==> src/rtl/alu_iter.sv <==
// alu_iter: small iterative ALU.
// Basic ops (op[4]=0) complete in one cycle. Extended ops (op[4]=1) are
// MUL (unsigned shift-add) and DIVU (unsigned restoring division). Each takes
// N iteration cycles and is only built when ALU_ITER_MULDIV_EN is defined.
// Without the macro every extended op is a 1-cycle op that clears y/y_hi and
// sets zero_q.
//
// state  | meaning
// -------+-------------------------------------------------------------
// S_IDLE | waiting for start; outputs hold the last result
// S_ITER | MUL/DIVU in progress, one operand bit per cycle
// S_DONE | done pulse; y/y_hi/flags were loaded on the edge into this state
module alu_iter #(
    parameter int N = 8
) (
    input  logic         clk,
    input  logic         reset,
    input  logic [N-1:0] a,
    input  logic [N-1:0] b,
    input  logic [4:0]   op,
    input  logic         start,
    output logic         busy,
    output logic         done,
    output logic [N-1:0] y,
    output logic [N-1:0] y_hi,
    output logic         carry_q,
    output logic         zero_q
);

    typedef enum logic [1:0] {
        S_IDLE = 2'd0,
        S_ITER = 2'd1,
        S_DONE = 2'd2
    } state_t;

    state_t       r_state;
    state_t       w_state_nxt;
    logic [N-1:0] r_y;
    logic [N-1:0] r_y_hi;
    logic         r_carry;
    logic         r_zero;
    logic [N:0]   w_r;
    logic         w_accept;
    logic         w_ext_iter;
    logic         w_last;

`ifdef ALU_ITER_MULDIV_EN
    localparam int CW = $clog2(N);

    // r_acc: partial product high word / partial remainder
    // r_mq : multiplier shifting out / dividend shifting out, quotient shifting in
    logic [N-1:0]  r_acc;
    logic [N-1:0]  r_mq;
    logic [N-1:0]  r_mcand;
    logic          r_is_div;
    logic          r_div0;
    logic [CW-1:0] r_cnt;
    logic [N:0]    w_sum;
    logic [N:0]    w_shift;
    logic [N-1:0]  w_diff;
    logic [N-1:0]  w_acc_nxt;
    logic [N-1:0]  w_mq_nxt;

    assign w_ext_iter = op[4] && (op[3:1] == 3'b000);
    assign w_last     = (r_cnt == '0);
`else
    assign w_ext_iter = 1'b0;
    assign w_last     = 1'b1;
`endif

    assign w_accept = start && (r_state == S_IDLE);
    assign busy     = (r_state != S_IDLE);
    assign done     = (r_state == S_DONE);
    assign y        = r_y;
    assign y_hi     = r_y_hi;
    assign carry_q  = r_carry;
    assign zero_q   = r_zero;

    // State register.
    always_ff @(posedge clk) begin
        if (reset) r_state <= S_IDLE;
        else       r_state <= w_state_nxt;
    end

    // Next-state logic.
    always_comb begin
        w_state_nxt = r_state;
        case (r_state)
            S_IDLE:  if (w_accept) w_state_nxt = w_ext_iter ? S_ITER : S_DONE;
            S_ITER:  if (w_last) w_state_nxt = S_DONE;
            S_DONE:  w_state_nxt = S_IDLE;
            default: w_state_nxt = S_IDLE;
        endcase
    end

    // Basic-op result, one extra bit on top for the carry/borrow.
    always_comb begin
        w_r = '0;
        case (op[3:0])
            4'h0: w_r = '0;
            4'h1: w_r = {1'b0, a};
            4'h2: w_r = {1'b0, a} + {{N{1'b0}}, 1'b1};
            4'h3: w_r = {1'b0, a} - {{N{1'b0}}, 1'b1};
            4'h4: w_r = {a, 1'b0};
            4'h5: w_r = {a[0], 1'b0, a[N-1:1]};
            4'h6: w_r = {a, r_carry};
            4'h7: w_r = {a[0], r_carry, a[N-1:1]};
            4'h8: w_r = {1'b0, a | b};
            4'h9: w_r = {1'b0, a & b};
            4'hA: w_r = {1'b0, a ^ b};
            4'hB: w_r = {1'b0, b};
            4'hC: w_r = {1'b0, a} + {1'b0, b};
            4'hD: w_r = {1'b0, a} - {1'b0, b};
            4'hE: w_r = {1'b0, a} + {1'b0, b} + {{N{1'b0}}, r_carry};
            4'hF: w_r = {1'b0, a} - {1'b0, b} - {{N{1'b0}}, r_carry};
            default: w_r = '0;
        endcase
    end

`ifdef ALU_ITER_MULDIV_EN
    // One MUL or DIVU step. The remainder is always below the divisor, so the
    // N-bit subtraction is exact whenever the trial succeeds.
    always_comb begin
        w_sum     = {1'b0, r_acc} + {1'b0, r_mcand};
        w_shift   = {r_acc, r_mq[N-1]};
        w_diff    = w_shift[N-1:0] - r_mcand;
        w_acc_nxt = r_acc;
        w_mq_nxt  = r_mq;
        if (r_is_div) begin
            if (w_shift >= {1'b0, r_mcand}) begin
                w_acc_nxt = w_diff;
                w_mq_nxt  = {r_mq[N-2:0], 1'b1};
            end else begin
                w_acc_nxt = w_shift[N-1:0];
                w_mq_nxt  = {r_mq[N-2:0], 1'b0};
            end
        end else if (r_mq[0]) begin
            w_acc_nxt = w_sum[N:1];
            w_mq_nxt  = {w_sum[0], r_mq[N-1:1]};
        end else begin
            w_acc_nxt = {1'b0, r_acc[N-1:1]};
            w_mq_nxt  = {r_acc[0], r_mq[N-1:1]};
        end
    end
`endif

    // Result/flag registers and iteration datapath; outputs change only on completion.
    always_ff @(posedge clk) begin
        if (reset) begin
            r_y     <= '0;
            r_y_hi  <= '0;
            r_carry <= 1'b0;
            r_zero  <= 1'b0;
`ifdef ALU_ITER_MULDIV_EN
            r_acc    <= '0;
            r_mq     <= '0;
            r_mcand  <= '0;
            r_is_div <= 1'b0;
            r_div0   <= 1'b0;
            r_cnt    <= '0;
`endif
        end else begin
            case (r_state)
                S_IDLE: begin
                    if (w_accept) begin
                        if (!op[4]) begin
                            r_y     <= w_r[N-1:0];
                            r_y_hi  <= '0;
                            r_carry <= w_r[N];
                            r_zero  <= (w_r[N-1:0] == '0);
                        end
`ifdef ALU_ITER_MULDIV_EN
                        else if (w_ext_iter) begin
                            r_acc    <= '0;
                            r_mq     <= a;
                            r_mcand  <= b;
                            r_is_div <= op[0];
                            r_div0   <= (b == '0);
                            r_cnt    <= CW'(N - 1);
                        end
`endif
                        else begin
                            r_y    <= '0;
                            r_y_hi <= '0;
                            r_zero <= 1'b1;
                        end
                    end
                end
`ifdef ALU_ITER_MULDIV_EN
                S_ITER: begin
                    r_acc <= w_acc_nxt;
                    r_mq  <= w_mq_nxt;
                    r_cnt <= r_cnt - CW'(1);
                    if (w_last) begin
                        r_y    <= w_mq_nxt;
                        r_y_hi <= w_acc_nxt;
                        if (r_is_div) begin
                            r_carry <= r_div0;
                            r_zero  <= (w_mq_nxt == '0);
                        end else begin
                            r_carry <= (w_acc_nxt != '0);
                            r_zero  <= ({w_acc_nxt, w_mq_nxt} == '0);
                        end
                    end
                end
`endif
                default: ;
            endcase
        end
    end

endmodule

==> config.mk <==
export PLATFORM = sky130hd
export DESIGN_NAME = alu_iter
export DESIGN_NICKNAME = d
export VERILOG_FILES = /design/src/rtl/alu_iter.sv
export SDC_FILE = /design/constraint.sdc
export NUM_CORES = 1
export LEC_CHECK = 0
export BUFFER_PORTS_ARGS = -buffer_cell sky130_fd_sc_hd__buf_2
export CAP_MARGIN = 0
export CORE_MARGIN = 3
export CORE_UTILIZATION = 61
export CTS_BUF_LIST = sky130_fd_sc_hd__clkbuf_8
export DETAILED_ROUTE_END_ITERATION = 6
export GPL_TIMING_DRIVEN = 0
export PLACE_DENSITY = 0.84
export SETUP_SLACK_MARGIN = 0.4
export SLEW_MARGIN = 20
export SYNTH_ARGS = -nofsm -noshare
export SYNTH_HDL_FRONTEND = slang
export SYNTH_SLANG_ARGS = --single-unit
==> constraint.sdc <==
create_clock -name clk -period 4.14 [get_ports clk]
set_input_delay 0.621 -clock clk [delete_from_list [all_inputs] [get_ports clk]]
set_output_delay 0.621 -clock clk [all_outputs]
set_load 0.01 [all_outputs]
# ---- After elaboration in Yosys (flattened, before gate mapping)
# Cells that the tools add are included.
dict set report word_totals {
  ram_bits 0
  output_inout_bits 20
  in_bits 24
  latch_bits 0
  mem_count 0
  register_bits 12
  rom_bits 0
  wordCells 44
}
dict set report op_classes {
  reduce_logical 7
  n_eq_ne 18
  n_bitwise 4
  magnitude_cmp 0
  n_mul 0
  n_mux 5
  add_sub_neg 6
  n_div 0
  shifts 0
}
# operator n
set ops {}
lappend ops {{one-hot mux 9 bit (16 select lines)} 1}
lappend ops {{== test 4 bit, second input constant} 8}
lappend ops {{== test 4 x 3 -> 1 bit, second input constant} 4}
lappend ops {{adder 8 x 1 -> 9 bit, second input constant} 1}
lappend ops {{adder 8 x 8 -> 9 bit} 1}
lappend ops {{adder 9 x 1 -> 9 bit} 1}
lappend ops {{subtractor 8 x 1 -> 9 bit, second input constant} 1}
lappend ops {{subtractor 8 x 8 -> 9 bit} 1}
lappend ops {{subtractor 9 x 1 -> 9 bit} 1}
lappend ops {{bitwise AND 8 bit} 1}
lappend ops {{== test 4 x 2 -> 1 bit, second input constant} 2}
lappend ops {{logical NOT 8 bit} 1}
lappend ops {{two-way mux 8 bit} 1}
lappend ops {{OR 8 bit} 1}
lappend ops {{bitwise XOR 8 bit} 1}
lappend ops {{== test 4 x 1 -> 1 bit, second input constant} 1}
lappend ops {{logical NOT 4 bit} 1}
lappend ops {{one-hot mux 2 bit (2 select lines)} 1}
lappend ops {{AND reduction 3 bit} 1}
lappend ops {{== test 2 x 1 -> 1 bit, second input constant} 1}
lappend ops {{== test 2 bit, second input constant} 1}
lappend ops {{logical NOT 2 bit} 1}
lappend ops {{two-way mux 2 bit} 1}
lappend ops {{inequality test 2 bit, second input constant} 1}
lappend ops {{other kinds (5)} 5}

# ---- Depth between registers and ports, before layout
dict set report depth {
  ltp_word 5
  ltp_mapped 13
  depth_no_buf 12
}

# ---- Least setup slack after synthesis
# OpenSTA, ideal clock, no wires.
dict set report synth_path {
  path_kind {input to register}
  from {input port op[2]}
  to {register r_zero, in the netlist zero_q}
  t_required_ns 4.052
  setup_ns 0.088
  path_stages 13
  path_slack_ns 0.706
  n_path_buf 1
  arrival_ns 3.346
  path_cell_list {buf_2 -> inv_1 -> nand3b_1 -> nor2_1 -> ha_1 -> xor2_1 -> a32oi_1 -> o221ai_1 -> a211oi_1 -> nor4bb_1 -> nand4_1 -> a221o_1 -> nor4_2}
}
dict set report synth_via {
  elab_chain_len 4
  word_cells_on_any_way 19
  classes_between {eq/ne (15); mux (2); reduce/logical (2)}
}
# item line
set synth_lines {}
lappend synth_lines {{start, declared} 20} ;# input logic [4:0] op,
lappend synth_lines {{== test 4 bit (tied with other cells)} 99} ;# case (op[3:0])
lappend synth_lines {{one-hot mux 9 bit (16 select lines) (*)} 99}
lappend synth_lines {{logical NOT 8 bit (*)} 170} ;# r_zero <= (w_r[N-1:0] == '0);
lappend synth_lines {{two-way mux 1 bit (*)} 166} ;# if (!op[4]) begin
lappend synth_lines {{end signal, assigned} 170}
lappend synth_lines {{end, declared} 41} ;# logic r_zero;
# Every way passes the cells marked *; elsewhere a longest branch is shown, timed or not.
# A chain may end at the register's enable or synchronous reset.

# ---- Final worst setup path
dict set report layout_path {
  from {input port a[0]}
  to {register r_zero, in the netlist zero_q}
}
dict set report layout_via {
  elab_chain_len 5
  word_cells_on_any_way 12
  classes_between {add/sub (6); mux (2); bitwise (3); reduce/logical (1)}
}
# item line
set layout_lines {}
lappend layout_lines {{start, declared} 18} ;# input logic [N-1:0] a,
lappend layout_lines {{subtractor 8 x 8 -> 9 bit or adder 8 x 8 -> 9 bit (tied branches)} -}
lappend layout_lines {{subtractor 9 x 1 -> 9 bit or adder 9 x 1 -> 9 bit (tied branches)} {115, 114}}
lappend layout_lines {{one-hot mux 9 bit (16 select lines) (*)} 99}
lappend layout_lines {{logical NOT 8 bit (*)} 170}
lappend layout_lines {{two-way mux 1 bit (*)} 166}
# Marked as above.

==> qor.yml <==
report.final.slew_viol_count: 0
drt_wl_total_um: 10600
fp.dieW_um: 77.5
dpl.cell_count: 532
yosysWarningCount: 0
grt_pass1_wl_um: 16800
maxCapViolations: 0
ant_nets: 0
gr-usage-all-layers_pct: 34.9
die_h_um: 77.5
max-slew-margin-rel_pct: 30.4
io_buffers: 33
cp-end-kind: "register"
ys.flop_type: "dfxtp_1"
drtIter0Drc: 484
drtPass1Iterations: 7
worst-path-buf-inv: 1
ioPinCount: 44
final.setup.worst_slack_ps: 561
clockRootBuffer: "clkbuf_8"
synth_edf_count: 0
num_antenna_cells: 0
cts_sinks: 11
synth_cell_types: 76
r2r_start: "carry_q"
stdcell_area_um2: 3530
max_stage_delay_ps: 490
clkTransAtPathRegs_ps: 50
yosysSeqAreaShare_pct: 7.05
area_growth_pct: 13.1
min_period_ps: 3580
syn_area_per_cell_um2: 7.35
viasPerCell: 6.60
nets: 536
grt_max_degree: 11
vias: 3559
dpl.hpwl_um: 8300
place_ws_ps: -269
clk_path_buf_depth: 2
cts_inserted_buffers: 3
arrival_ps: 3730
cp_top_family: "compound AO/OA/AOI/OAI gates"
reg2reg_depth: 9
finalSetupViolCount: 0
hold_class: "reg2reg"
cts_tree: "done"
core-area_um2: 4850
leakagePower_uw: 0.00154
htreeDepth: 1
synth_seq_cells: 11
syn_inst: 425
grt-ovfl-total: 0
cts_hold_buf: 0
async_flop_share_pct: 0
layout_common_cells: "45 x buf_2, 35 x ha_1, 30 x inv_1, 30 x nor2_1, 25 x nand2_1"
path_cells: "buf_2 > ha_2 > fa_1 > xor2_2 > nand2_1 > o311ai_0 > a21oi_1 > a2111oi_4 > nand4_1 > a221o_1 > nor4_2"
r2r_end: "zero_q"
worstMarginPinSlew_ps: 1040
detailed_place.area_um2: 3400
syn_area_um2: 3120
whs_path_depth: 2
antenna_found_initial: 0
hold_viol: 0
wire_per_inst_um: 19.6
route.detailed.drc: 0
drive_gt1_share_pct: 18.9
worstPathMaxFanout: 8
final_cells: 539
period_share_pct: 86.5
final_util_pct: 72.8
num_rows: 25
r2r_slack_ps: 1320
layout_commonest_cell: "buf_2"
p_per_area_nw_per_um2: 190
start_util_pct: 64.4
die_area_um2: 6010
min_from: "y[0]"
grt_pass1_vias: 3285
critical_path_class: "in2reg"
clock_latency_ps: 240
holdPathEnd: "y[0]"
critPathRequiredTime_ps: 4290
cp.depth: 11
place_congestion: 1.04
grt_setup_unrepaired: "yes"
cpMaxStageDelayCell: "a2111oi_4"
power_uw: 671
cp-start-kind: "input port"
skew_ps: 2.97
outcome: "finished clean"
max_freq_mhz: 279
ir_worst_vdd_v: 0.000118
==> stage by stage <==
stage	setup TNS [ps]	hold slack, ps
after floorplan	0	476
after CTS	0	460
after detailed placement	-414	453
after global routing	0	478
final	0	464
after global placement	-77.6	441
==> synthesized netlist by cell type (5+ instances only) <==
cell      instances  share of area, %
ha_1             36                14
nor2_1           31               3.7
inv_1            29               3.5
nand2_1          25               3.0
a21oi_1          21               3.4
o21ai_0          21               3.4
nor3_1           18               2.9
nand3_1          17               2.7
xnor2_1          13               3.6
buf_2            12               1.9
dfxtp_1          11               7.1
clkbuf_1         10               1.2
a211oi_1          9               2.2
a22oi_1           9               2.2
buf_4             9               2.2
nand2b_1          9               1.8
a221oi_1          7               2.0
a31oi_1           7               1.4
mux2i_1           7               2.2
o22ai_1           7               1.4
nor2b_1           6               1.2
xor2_1            6               1.7
o221ai_1          5               1.4
or2_2             5               1.0
==> state kept, by name, summed over array words and instances, names as in the netlist <==
name,cells
y,8
carry_q,1
r_state,1
zero_q,1
==> where the power goes <==
| group | total (uW) | switching (uW) | internal [uW] |
|---|---|---|---|
| clock network | 104 | 38.7 | 64.9 |
| registers | 115 | 2.93 | 112 |
| logic | 452 | 273 | 179 |
| total | 671 | 315 | 356 |
==> worst max path at each step <==
stage | start | endpoint
after floorplan | op[2] | zero_q
final | a[0] | zero_q
after global placement | op[2] | zero_q
after detailed placement | op[2] | zero_q
after global routing | a[0] | zero_q
after CTS | a[0] | y[6]
==> layer usage <==
layer  part of all wire, %  up-vias  GRT usage [%]
met5                     0        -              0
met4                   5.0        0           14.9
met3                   9.8       48           5.34
met2                    44      227           56.4
met1                    41     1615           46.0
li1                      -     1669              -
==> logic make-up (layout without fill, tap and decap cells) <==
| kind of cell | count (synthesis) | after routing | share of synthesized area (%) |
|---|---|---|---|
| simple gates | 146 | 146 | 24.8 |
| compound gates | 132 | 132 | 30.4 |
| buf+inv | 64 | 104 | 9.98 |
| fa+ha+maj | 39 | 39 | 16.4 |
| xor+xnor | 22 | 22 | 7.25 |
| flops | 11 | 11 | 7.05 |
| mux | 10 | 10 | 4.05 |
| other cells | 1 | 8 | 0.120 |
==> area by class of cell <==
| type | count | area [um^2] |
|---|---|---|
| buffer | 34 | 199 |
| clock buffer | 3 | 41.3 |
| clock inverter | 1 | 3.75 |
| fill | 404 | 1320 |
| inverter | 30 | 113 |
| multi-input combinational | 357 | 2680 |
| sequential | 11 | 220 |
| tap | 67 | 83.8 |
| timing repair buffer | 36 | 188 |
==> worst min-delay path: cells and delay by family, from the launching register on <==
family / cells / cell delay [ps]
compound gates: 1 / 50
flops: 1 / 300
simple gates: 1 / 60
==> repair_timing <==
item / in CTS / in global routing
endpoints found under the setup margin: 3 / 3
setup buffers: 1 / 2
gates resized for setup: 3 / 8
pin swaps: 1 / 2
hold endpoints to repair: 0 / 0
Note: power is estimated with default switching activity, not from simulation.
